==> config.mk <==
export PLATFORM = sky130hd
export DESIGN_NAME = instr_encoder
export DESIGN_NICKNAME = d
export VERILOG_FILES = /design/src/rtl/instr_encoder_pkg.sv /design/src/rtl/instr_encoder_fifo.sv /design/src/rtl/instr_encoder.sv
export SDC_FILE = /design/constraint.sdc
export NUM_CORES = 1
export LEC_CHECK = 0
export ABC_AREA = 0
export ABC_CLOCK_PERIOD_IN_PS = 4850
export BUFFER_PORTS_ARGS = -buffer_cell sky130_fd_sc_hd__buf_4
export CAP_MARGIN = 20
export CORE_MARGIN = 5
export CORE_UTILIZATION = 36
export DETAILED_ROUTE_END_ITERATION = 16
export MAX_ROUTING_LAYER = met4
export PLACE_DENSITY = 0.57
export SYNTH_ARGS = -nofsm -noshare
export SYNTH_HDL_FRONTEND = slang
export SYNTH_SLANG_ARGS = --single-unit
==> constraint.sdc <==
create_clock -name clock -period 4.85 [get_ports clock]
set_clock_uncertainty 0.05 [all_clocks]
set_input_delay 0.2425 -clock clock [delete_from_list [all_inputs] [get_ports clock]]
set_output_delay 0.2425 -clock clock [all_outputs]
set_load 0.005 [all_outputs]
==> src/rtl/instr_encoder_pkg.sv <==
// Shared MIPS opcode/funct constants, request kinds and encoder types.
// Used by the encoder and the boot/self-test instruction loader.
package instr_encoder_pkg;

    // Primary opcodes
    localparam logic [5:0] OP_SPECIAL = 6'h00;
    localparam logic [5:0] OP_REGIMM  = 6'h01;
    localparam logic [5:0] OP_J       = 6'h02;
    localparam logic [5:0] OP_JAL     = 6'h03;
    localparam logic [5:0] OP_BEQ     = 6'h04;
    localparam logic [5:0] OP_BNE     = 6'h05;
    localparam logic [5:0] OP_BLEZ    = 6'h06;
    localparam logic [5:0] OP_BGTZ    = 6'h07;
    localparam logic [5:0] OP_ADDIU   = 6'h09;
    localparam logic [5:0] OP_SLTI    = 6'h0A;
    localparam logic [5:0] OP_SLTIU   = 6'h0B;
    localparam logic [5:0] OP_ORI     = 6'h0D;
    localparam logic [5:0] OP_LUI     = 6'h0F;
    localparam logic [5:0] OP_LB      = 6'h20;
    localparam logic [5:0] OP_LW      = 6'h23;
    localparam logic [5:0] OP_SB      = 6'h28;
    localparam logic [5:0] OP_SW      = 6'h2B;

    // SPECIAL function codes
    localparam logic [5:0] FN_ADDU    = 6'h21;

    localparam logic [4:0] REG_ZERO   = 5'd0;

    // Request kinds shared with the loader; 5-7 are illegal
    typedef enum logic [2:0] {
        KIND_NATIVE = 3'd0,
        KIND_MOVE   = 3'd1,
        KIND_LI     = 3'd2,
        KIND_B      = 3'd3,
        KIND_BNEZ   = 3'd4
    } kind_e;

    typedef enum logic [1:0] {
        FMT_R,
        FMT_I,
        FMT_J,
        FMT_BAD
    } fmt_e;

    typedef enum logic {
        ST_IDLE,
        ST_LI_LO
    } state_e;

    typedef struct packed {
        logic [2:0]  kind;
        logic [5:0]  opcode;
        logic [4:0]  rs;
        logic [4:0]  rt;
        logic [4:0]  rd;
        logic [4:0]  shamt;
        logic [5:0]  funct;
        logic [31:0] imm;
        logic [25:0] target;
    } enc_req_t;

    // FIFO payload: finished word plus end-of-request marker
    typedef struct packed {
        logic        last;
        logic [31:0] instr;
    } enc_word_t;

    localparam int WORD_W = $bits(enc_word_t);

    function automatic fmt_e op_format(input logic [5:0] op);
        fmt_e f;
        case (op)
            OP_SPECIAL: f = FMT_R;
            OP_ADDIU, OP_LUI, OP_LW, OP_LB,
            OP_SW, OP_SB, OP_REGIMM, OP_BNE,
            OP_BEQ, OP_BGTZ, OP_BLEZ, OP_ORI,
            OP_SLTI, OP_SLTIU: f = FMT_I;
            OP_J, OP_JAL: f = FMT_J;
            default: f = FMT_BAD;
        endcase
        return f;
    endfunction

    function automatic logic [31:0] enc_r(
        input logic [5:0] op,
        input logic [4:0] rs,
        input logic [4:0] rt,
        input logic [4:0] rd,
        input logic [4:0] sh,
        input logic [5:0] fn
    );
        return {op, rs, rt, rd, sh, fn};
    endfunction

    function automatic logic [31:0] enc_i(
        input logic [5:0]  op,
        input logic [4:0]  rs,
        input logic [4:0]  rt,
        input logic [15:0] imm
    );
        return {op, rs, rt, imm};
    endfunction

    function automatic logic [31:0] enc_j(
        input logic [5:0]  op,
        input logic [25:0] tgt
    );
        return {op, tgt};
    endfunction

endpackage

==> src/rtl/instr_encoder_fifo.sv <==
// Circular output FIFO for finished instruction words.
// Full is decoded from the registered count only.
module instr_fifo
    import instr_encoder_pkg::*;
#(
    parameter int DEPTH = 4,
    parameter int WIDTH = WORD_W
) (
    input  logic                     clock,
    input  logic                     reset_n,
    input  logic                     push,
    input  logic [WIDTH-1:0]         push_data,
    input  logic                     pop,
    output logic [WIDTH-1:0]         pop_data,
    output logic                     full,
    output logic                     empty,
    output logic [$clog2(DEPTH):0]   count
);

    localparam int AW = $clog2(DEPTH);
    localparam logic [AW:0] FULL_CNT = (AW + 1)'(DEPTH);

    logic [WIDTH-1:0] mem [DEPTH];
    logic [AW-1:0]    wr_ptr;
    logic [AW-1:0]    rd_ptr;
    logic             do_push;
    logic             do_pop;

    assign full    = (count == FULL_CNT);
    assign empty   = (count == '0);
    assign do_push = push && !full;
    assign do_pop  = pop && !empty;

    // Head word reads as zero while nothing is buffered
    assign pop_data = empty ? '0 : mem[rd_ptr];

    // Storage write; contents are don't-care until pushed
    always_ff @(posedge clock) begin
        if (do_push) begin
            mem[wr_ptr] <= push_data;
        end
    end

    // Pointers wrap naturally since depth is a power of two
    always_ff @(posedge clock or negedge reset_n) begin
        if (!reset_n) begin
            wr_ptr <= '0;
            rd_ptr <= '0;
            count  <= '0;
        end else begin
            if (do_push) begin
                wr_ptr <= wr_ptr + 1'b1;
            end
            if (do_pop) begin
                rd_ptr <= rd_ptr + 1'b1;
            end
            unique case ({do_push, do_pop})
                2'b10:   count <= count + 1'b1;
                2'b01:   count <= count - 1'b1;
                default: count <= count;
            endcase
        end
    end

endmodule

==> src/rtl/instr_encoder.sv <==
// Packs instruction field bundles into MIPS R/I/J words and expands
// move/li/b/bnez; finished words queue in a small output FIFO.
module instr_encoder
    import instr_encoder_pkg::*;
#(
    parameter int FIFO_DEPTH = 4
) (
    input  logic        clock,
    input  logic        reset_n,
    input  logic        in_valid,
    output logic        in_ready,
    input  logic [2:0]  in_kind,
    input  logic [5:0]  in_opcode,
    input  logic [4:0]  in_rs,
    input  logic [4:0]  in_rt,
    input  logic [4:0]  in_rd,
    input  logic [4:0]  in_shamt,
    input  logic [5:0]  in_funct,
    input  logic [31:0] in_imm,
    input  logic [25:0] in_target,
    output logic        out_valid,
    input  logic        out_ready,
    output logic [31:0] out_instr,
    output logic        out_last,
    output logic        err
);

    localparam int AW = $clog2(FIFO_DEPTH);

    enc_req_t    req;
    fmt_e        fmt;
    logic        legal;
    logic [31:0] word;

    state_e      state;
    state_e      state_n;
    logic [4:0]  li_rt;
    logic [15:0] li_imm;
    logic        latch_li;
    logic        err_n;

    logic        push;
    enc_word_t   push_word;
    enc_word_t   head;
    logic        fifo_full;
    logic        fifo_empty;
    logic [AW:0] fifo_count;
    logic        unused_count;

    assign req = '{
        kind:   in_kind,
        opcode: in_opcode,
        rs:     in_rs,
        rt:     in_rt,
        rd:     in_rd,
        shamt:  in_shamt,
        funct:  in_funct,
        imm:    in_imm,
        target: in_target
    };

    assign fmt = op_format(req.opcode);

    // First (or only) word of the request and its legality
    always_comb begin
        legal = 1'b0;
        word  = '0;
        unique case (1'b1)
            (req.kind == KIND_NATIVE): begin
                unique case (fmt)
                    FMT_R: begin
                        legal = 1'b1;
                        word  = enc_r(req.opcode, req.rs, req.rt,
                                      req.rd, req.shamt, req.funct);
                    end
                    FMT_I: begin
                        legal = 1'b1;
                        word  = enc_i(req.opcode, req.rs, req.rt,
                                      req.imm[15:0]);
                    end
                    FMT_J: begin
                        legal = 1'b1;
                        word  = enc_j(req.opcode, req.target);
                    end
                    default: begin
                        legal = 1'b0;
                    end
                endcase
            end
            (req.kind == KIND_MOVE): begin
                legal = 1'b1;
                word  = enc_r(OP_SPECIAL, REG_ZERO, req.rs,
                              req.rd, 5'd0, FN_ADDU);
            end
            (req.kind == KIND_LI): begin
                legal = 1'b1;
                word  = enc_i(OP_LUI, REG_ZERO, req.rt,
                              req.imm[31:16]);
            end
            (req.kind == KIND_B): begin
                legal = 1'b1;
                word  = enc_i(OP_BEQ, REG_ZERO, REG_ZERO,
                              req.imm[15:0]);
            end
            (req.kind == KIND_BNEZ): begin
                legal = 1'b1;
                word  = enc_i(OP_BNE, REG_ZERO, req.rs,
                              req.imm[15:0]);
            end
            default: begin
                legal = 1'b0;
            end
        endcase
    end

    // Next state, handshake and FIFO push; ready never looks at in_valid
    always_comb begin
        state_n   = state;
        in_ready  = 1'b0;
        push      = 1'b0;
        push_word = '0;
        latch_li  = 1'b0;
        err_n     = 1'b0;
        unique case (state)
            ST_IDLE: begin
                in_ready = !fifo_full;
                if (in_valid && !fifo_full) begin
                    if (legal) begin
                        push            = 1'b1;
                        push_word.instr = word;
                        push_word.last  = (req.kind != KIND_LI);
                        if (req.kind == KIND_LI) begin
                            latch_li = 1'b1;
                            state_n  = ST_LI_LO;
                        end
                    end else begin
                        err_n = 1'b1;
                    end
                end
            end
            ST_LI_LO: begin
                if (!fifo_full) begin
                    push            = 1'b1;
                    push_word.instr = enc_i(OP_ORI, li_rt, li_rt, li_imm);
                    push_word.last  = 1'b1;
                    state_n         = ST_IDLE;
                end
            end
            default: begin
                state_n = ST_IDLE;
            end
        endcase
    end

    // State, LI low-half capture and registered error pulse
    always_ff @(posedge clock or negedge reset_n) begin
        if (!reset_n) begin
            state  <= ST_IDLE;
            li_rt  <= '0;
            li_imm <= '0;
            err    <= 1'b0;
        end else begin
            state <= state_n;
            err   <= err_n;
            if (latch_li) begin
                li_rt  <= req.rt;
                li_imm <= req.imm[15:0];
            end
        end
    end

    instr_fifo #(
        .DEPTH (FIFO_DEPTH),
        .WIDTH (WORD_W)
    ) u_fifo (
        .clock     (clock),
        .reset_n   (reset_n),
        .push      (push),
        .push_data (push_word),
        .pop       (out_ready),
        .pop_data  (head),
        .full      (fifo_full),
        .empty     (fifo_empty),
        .count     (fifo_count)
    );

    assign unused_count = ^fifo_count;

    assign out_valid = !fifo_empty;
    assign out_instr = head.instr;
    assign out_last  = head.last;

endmodule

* Yosys cells after proc, flatten, opt, wreduce, memory -nomap -nowiden
Memories as Yosys holds them, arrays and structs flattened.
Index checks and enable logic that the tools add are counted.
** Word-level totals
- RAM bits :: 132
- Output and inout bits :: 36
- Memory bits (read-only) :: 128
- Memories kept :: 2
- Register bits :: 30
- Input port bits :: 97
- Logic and storage cells :: 61
** Memory list
- u_fifo.mem :: depth 4, width 33, read ports 1, clocked after Yosys merged registers in 0, wr ports 1, line instr_encoder_fifo.sv:23 : logic [WIDTH-1:0] mem [DEPTH];
- (name not given) :: depth 64, width 2, read ports 1, clocked after Yosys merged registers in 0, wr ports 0, line instr_encoder_pkg.sv:72 : case (op)
** Cells by class
- Bitwise logic cells :: 1
- Equal/unequal tests :: 10
- Reductions and logical operators :: 11
- Muxes and demuxes :: 26
- Add/subtract/negate cells :: 4
** Operators by type and width (count)
- $pmux W32 S5 :: 1
- $mux W33 :: 4
- $pmux W32 S3 :: 1
- $pmux W33 S2 :: 1
- $mux W1 :: 15
- $eq A3 B2 Y1 const B :: 2
- $eq A3 B3 Y1 const B :: 2
- $logic_not A3 Y1 :: 2
- $pmux W1 S2 :: 3
- $pmux W3 S2 :: 1
- $add A2 B1 Y2 const B :: 2
- $eq A2 B1 Y1 const B :: 2
- $eq A2 B2 Y1 const B :: 2
- $reduce_or A4 Y1 :: 1
- $add A3 B1 Y3 const B :: 1
- $eq A3 B1 Y1 const B :: 1
- $logic_and A1 B1 Y1 :: 3
- $ne A3 B2 Y1 const B :: 1
- $reduce_or A3 Y1 :: 1
- $sub A3 B1 Y3 const B :: 1
- $logic_not A1 Y1 :: 2
- $logic_not A2 Y1 :: 1
- $reduce_bool A2 Y1 :: 1
- $not A1 Y1 :: 1

* Longest topological paths before layout
An unclocked memory read counts as a cell.
- Word-level depth :: 11
- Mapped depth :: 15
- Mapped depth without buffers :: 13

* Modules after synthesis
Synthesis repeated with hierarchy kept, for this count alone.
** Second synthesis, totals
- Cell total of the unflattened synthesis :: 547
- Area, all modules :: 7925.1 µm²
** By module, submodules not included
- instr_fifo :: times used 1, area each 5452.7 µm², sequential area each 4139.0 µm², cells an instance 247
- instr_encoder :: times used 1, area each 2472.4 µm², sequential area each 575.6 µm², cells an instance 300

* Least setup slack after synthesis
OpenSTA, ideal clock, no wires.
- Path type :: input -> register
- From :: input port in_opcode[1]
- To :: memory u_fifo.mem[0][0] (netlist bit), enable pin
- Data arrival time :: 3901 ps
- Path slack :: 426 ps
- Cell stages on the path :: 9
- Buffers on the path :: 2
- Required time :: 4326 ps
- Setup time :: 474 ps
- Path through :: inv_1 -> ha_1 -> nor4_4 -> and2_1 -> buf_2 -> nand2b_1 -> buf_4 -> o21ai_2 -> a21boi_0
** Between the ends
- Longest elaborated chain between the ends :: 11
- Elaborated cells on any way between the ends :: 13
- Classes of those cells :: 2 x eq/ne; 7 x mux; 3 x reduce/logical; 1 x memory
** Ends and longest elaborated chain
- from (decl) :: line instr_encoder.sv:13 : input logic [5:0] in_opcode,
- $mem_v2 Z64 W2 (*)
- $eq A2 B2 Y1 (tied with other cells) :: line instr_encoder.sv:70 : unique case (fmt)
- $reduce_or A3 Y1 (no line) (*)
- $mux W1 (*) :: line instr_encoder.sv:70
- $pmux W1 S2 (*) :: line instr_encoder.sv:68 : unique case (1'b1)
- $mux W1 (*) :: line instr_encoder.sv:128 : if (legal) begin
- $mux W1 (*) :: line instr_encoder.sv:127 : if (in_valid && !fifo_full) begin
- $pmux W1 S2 (*) :: line instr_encoder.sv:124 : unique case (state)
- $logic_and A1 B1 Y1 (*) :: line instr_encoder_fifo.sv:31 : assign do_push = push && !full;
- $mux W1 (*) :: line instr_encoder_fifo.sv:39 : if (do_push) begin
- $mux W1 (not written as such) (*) :: line instr_encoder_fifo.sv:40 : mem[wr_ptr] <= push_data;
- to (decl) :: line instr_encoder_fifo.sv:23
Mark *: on every way between the ends. The rest lies on a longest branch, timed or not.

* Worst setup path after layout
- From :: input port in_opcode[1]
- To :: memory u_fifo.mem[3][9] (netlist bit), enable pin
Same word-level chain as after synthesis.

==> impl_metrics.toml <==
[cells_and_area]
fillers = 2007
antenna_cells = 0
drive_above_1_share_pct = 35.7
fin_util_pct = 44.6
area_growth_pct = 22.5
final_cells = 1013
fin_nets = 820

[floorplanning]
core_area_um2 = 22500
die_x_um = 161
placementRows = 55
ioPinCount = 133
dieArea_um2 = 25900
initial_core_util_pct = 36.4
die_height_um = 161

[setup_path]
cp.required_ps = 4930
cp-end-kind = "register"
crit_fanout = 23
critPathKind = "input pin to register"
worstReg2RegStart = "u_fifo.count[2]"
r2r_setup_slack_ps = 1810
cp-endpoint = "u_fifo.mem[3][9]"
startpoint = "in_opcode[1]"
rr_worst_depth = 6
critPathLaunchType = "input pin"
cp_data_arrival_time_ps = 3350
timing.rr.end = "u_fifo.mem[1][0]"

[synthesis]
syn_inst = 592
ys_seq_area_share_pct = 57.6
synth_edf_count = 132
synth_top_family_by_area = "multiplexers"
synthAdderAreaFrac_pct = 1.31
avgSynthCellArea_um2 = 13.8
synth-simple-area-share_pct = 10.3
ys_ff_latch = 162
synth_ff_type = "edfxtp_1"
synth.distinct_cells = 57
async_flop_share_pct = 18.5
synth_top_area_share_pct = 48.4
synthMostInstantiatedCell = "edfxtp_1"
yosys-top-cells-count = "132 x edfxtp_1, 46 x and2_1, 33 x mux2_2, 33 x mux4_2, 33 x nand3_1"
synth_top_area_cell = "edfxtp_1"
synth_area_leaders = "edfxtp_1 48%, dfrtp_1 9.2%, mux4_2 9.1%"
synth-warning-count = 0
synthXorXnorAreaFrac_pct = 0.535
muxShareOfSynthArea_pct = 15.0
synth_compound_area_share_pct = 11.4
syn_area_um2 = 8190

[sta]
finalCriticalPeriod_ps = 3280
drv_slew = 0
fin_crit_sh_pct = 67.6
setup_viol_count_final = 0
rsz0062_at_grt = "no"
fin_setup_tns_ps = 0
relSlewSlack_pct = 30.7
finalHoldViolCount = 0
worst_slew_pin_slew_ps = 1040
fmax_ghz = 0.305

[clock_network]
cts_sinks = 162
cts_buffer_depth = 2
cts-root-buf = "clkbuf_16"
clk_latency_ps = 420
clkTransAtPathRegs_ps = 60
cts_made_buffers = 17
cts_tree = "yes"
htree_levels = 4
post_cts_resize_count = 0

[grt]
first_global_vias = 5971
antenna_found_initial = 1
grt_max_degree = 47
overflow = 0
groute.usage.overall_pct = 18.1
grt_pass1_wl_um = 35000

[routing]
vias = 5638
drc = 0
first_pass_iters = 5
wl_per_cell_um = 22.6
viasPerCell = 5.57
drt_wl_total_um = 22900
drtIter0Drc = 411
ant_nets = 0

[power_and_ir_drop]
power_density_nw_per_um2 = 485
ir_worst_vdd_v = 0.000233
leakage_nw = 3.70

[placement]
dp.cells = 979
port_buffers = 132
dp_hpwl_um = 16000
gp_congestion = 0.826

[run]
maxCapViolations = 0

[run_status]
status = "finished clean"

[min_path]
hold_depth = 2
hp-class = "input pin to register"
[cell type report]
class,instances,area [um^2],area share [%]
clock buffers,20,437,4.35
clock inverters,12,92.6,0.923
well taps,285,357,3.55
inverters,14,52.6,0.524
flip-flops and latches,162,4720,47.0
repair buffers,150,1150,11.4
multi-input cells,370,3230,32.2
[routing by layer]
layer	global-route usage (%)	share of wire (%)	up-vias
met1	22.0	42	2834
li1	-	-	2576
met5	-	0	-
met3	2.98	4.2	39
met2	31.5	52	189
met4	5.20	2.1	0
[kinds of logic (layout without fill, tap and decap cells)]
kind of cell	after synthesis	count (layout)
AOI/OAI and AO/OA	127	127
xor gates and xnor gates	5	5
adders and majority gates	8	8
buffers and inverters	63	196
DFF	162	162
muxes	77	77
other	1	4
and+or+nand+nor	149	149
[through the flow]
step / worst slack [ps] / power (mW) / area [um^2] / hold WS [ps]
after floorplan: 426 / 2.94 / 8200 / -103
after global placement: 1280 / 3.66 / 9470 / 178
after detailed placement: 1160 / 3.71 / 9470 / 184
after CTS: 1600 / 4.92 / 10000 / 16.4
after global routing: 1370 / 5.13 / 10000 / 20.9
final: 1570 / 4.86 / 10000 / 34.6
[cells in the final DEF (no fill, tap or decap), drive strengths merged, types with 4 or more instances in the layout]
| cell type | Yosys | routed |
|---|---|---|
| conb | 1 | 4 |
| nand3 | 34 | 34 |
| o211ai | 15 | 15 |
| and3 | 14 | 14 |
| a22o | 9 | 9 |
| a21oi | 8 | 8 |
| a211oi | 11 | 11 |
| ha | 7 | 7 |
| a32oi | 12 | 12 |
| clkinv | 0 | 7 |
| clkbuf | 18 | 20 |
| mux4 | 33 | 33 |
| inv | 14 | 14 |
| a21boi | 5 | 5 |
| a311oi | 11 | 11 |
| clkinvlp | 0 | 4 |
| edfxtp | 132 | 132 |
| nand2 | 27 | 27 |
| dfrtp | 30 | 30 |
| nor2 | 9 | 9 |
| mux2 | 34 | 34 |
| nor2b | 4 | 4 |
| o21ai | 24 | 24 |
| buf | 31 | 149 |
| mux2i | 10 | 10 |
| and2 | 47 | 47 |
| a22oi | 9 | 9 |
| a31oi | 15 | 15 |
[power breakdown]
part	switching [mW]	leakage [nW]	total [mW]	internal (mW)
clock	0.511	0.250	1.21	0.696
combinational	0.786	1.85	1.70	0.916
sequential	0.155	1.60	1.95	1.80
[sequential cells by signal, summed over array words and instances (netlist names)]
register	count
u_fifo.count	3
li_imm	16
u_fifo.wr_ptr	2
li_rt	5
u_fifo.rd_ptr	2
err	1
state	1
u_fifo.mem	132
[critical path, cell delays in order]
cell and delay, ps:
buf_4 90, inv_1 60, ha_1 210, nor4_4 620, and2_1 360, nand2b_1 410
o21ai_2 260, a21boi_4 800, buf_4 290
[timing repair]
action | 4_1_cts | 5_1_grt
hold buffers | 1 | 0
hold endpoints to repair | 30 | 0
setup buffers | 0 | 0
[worst min path at each step]
stage | start | to | slack [ps]
floorplan | reset_n | err | -100
global placement | reset_n | li_imm[4] | 180
detailed placement | reset_n | err | 180
CTS | in_imm[10] | li_imm[10] | 20
global route | in_imm[10] | li_imm[10] | 20
finish | in_imm[4] | li_imm[4] | 30
(Power assumes the default switching activity.)
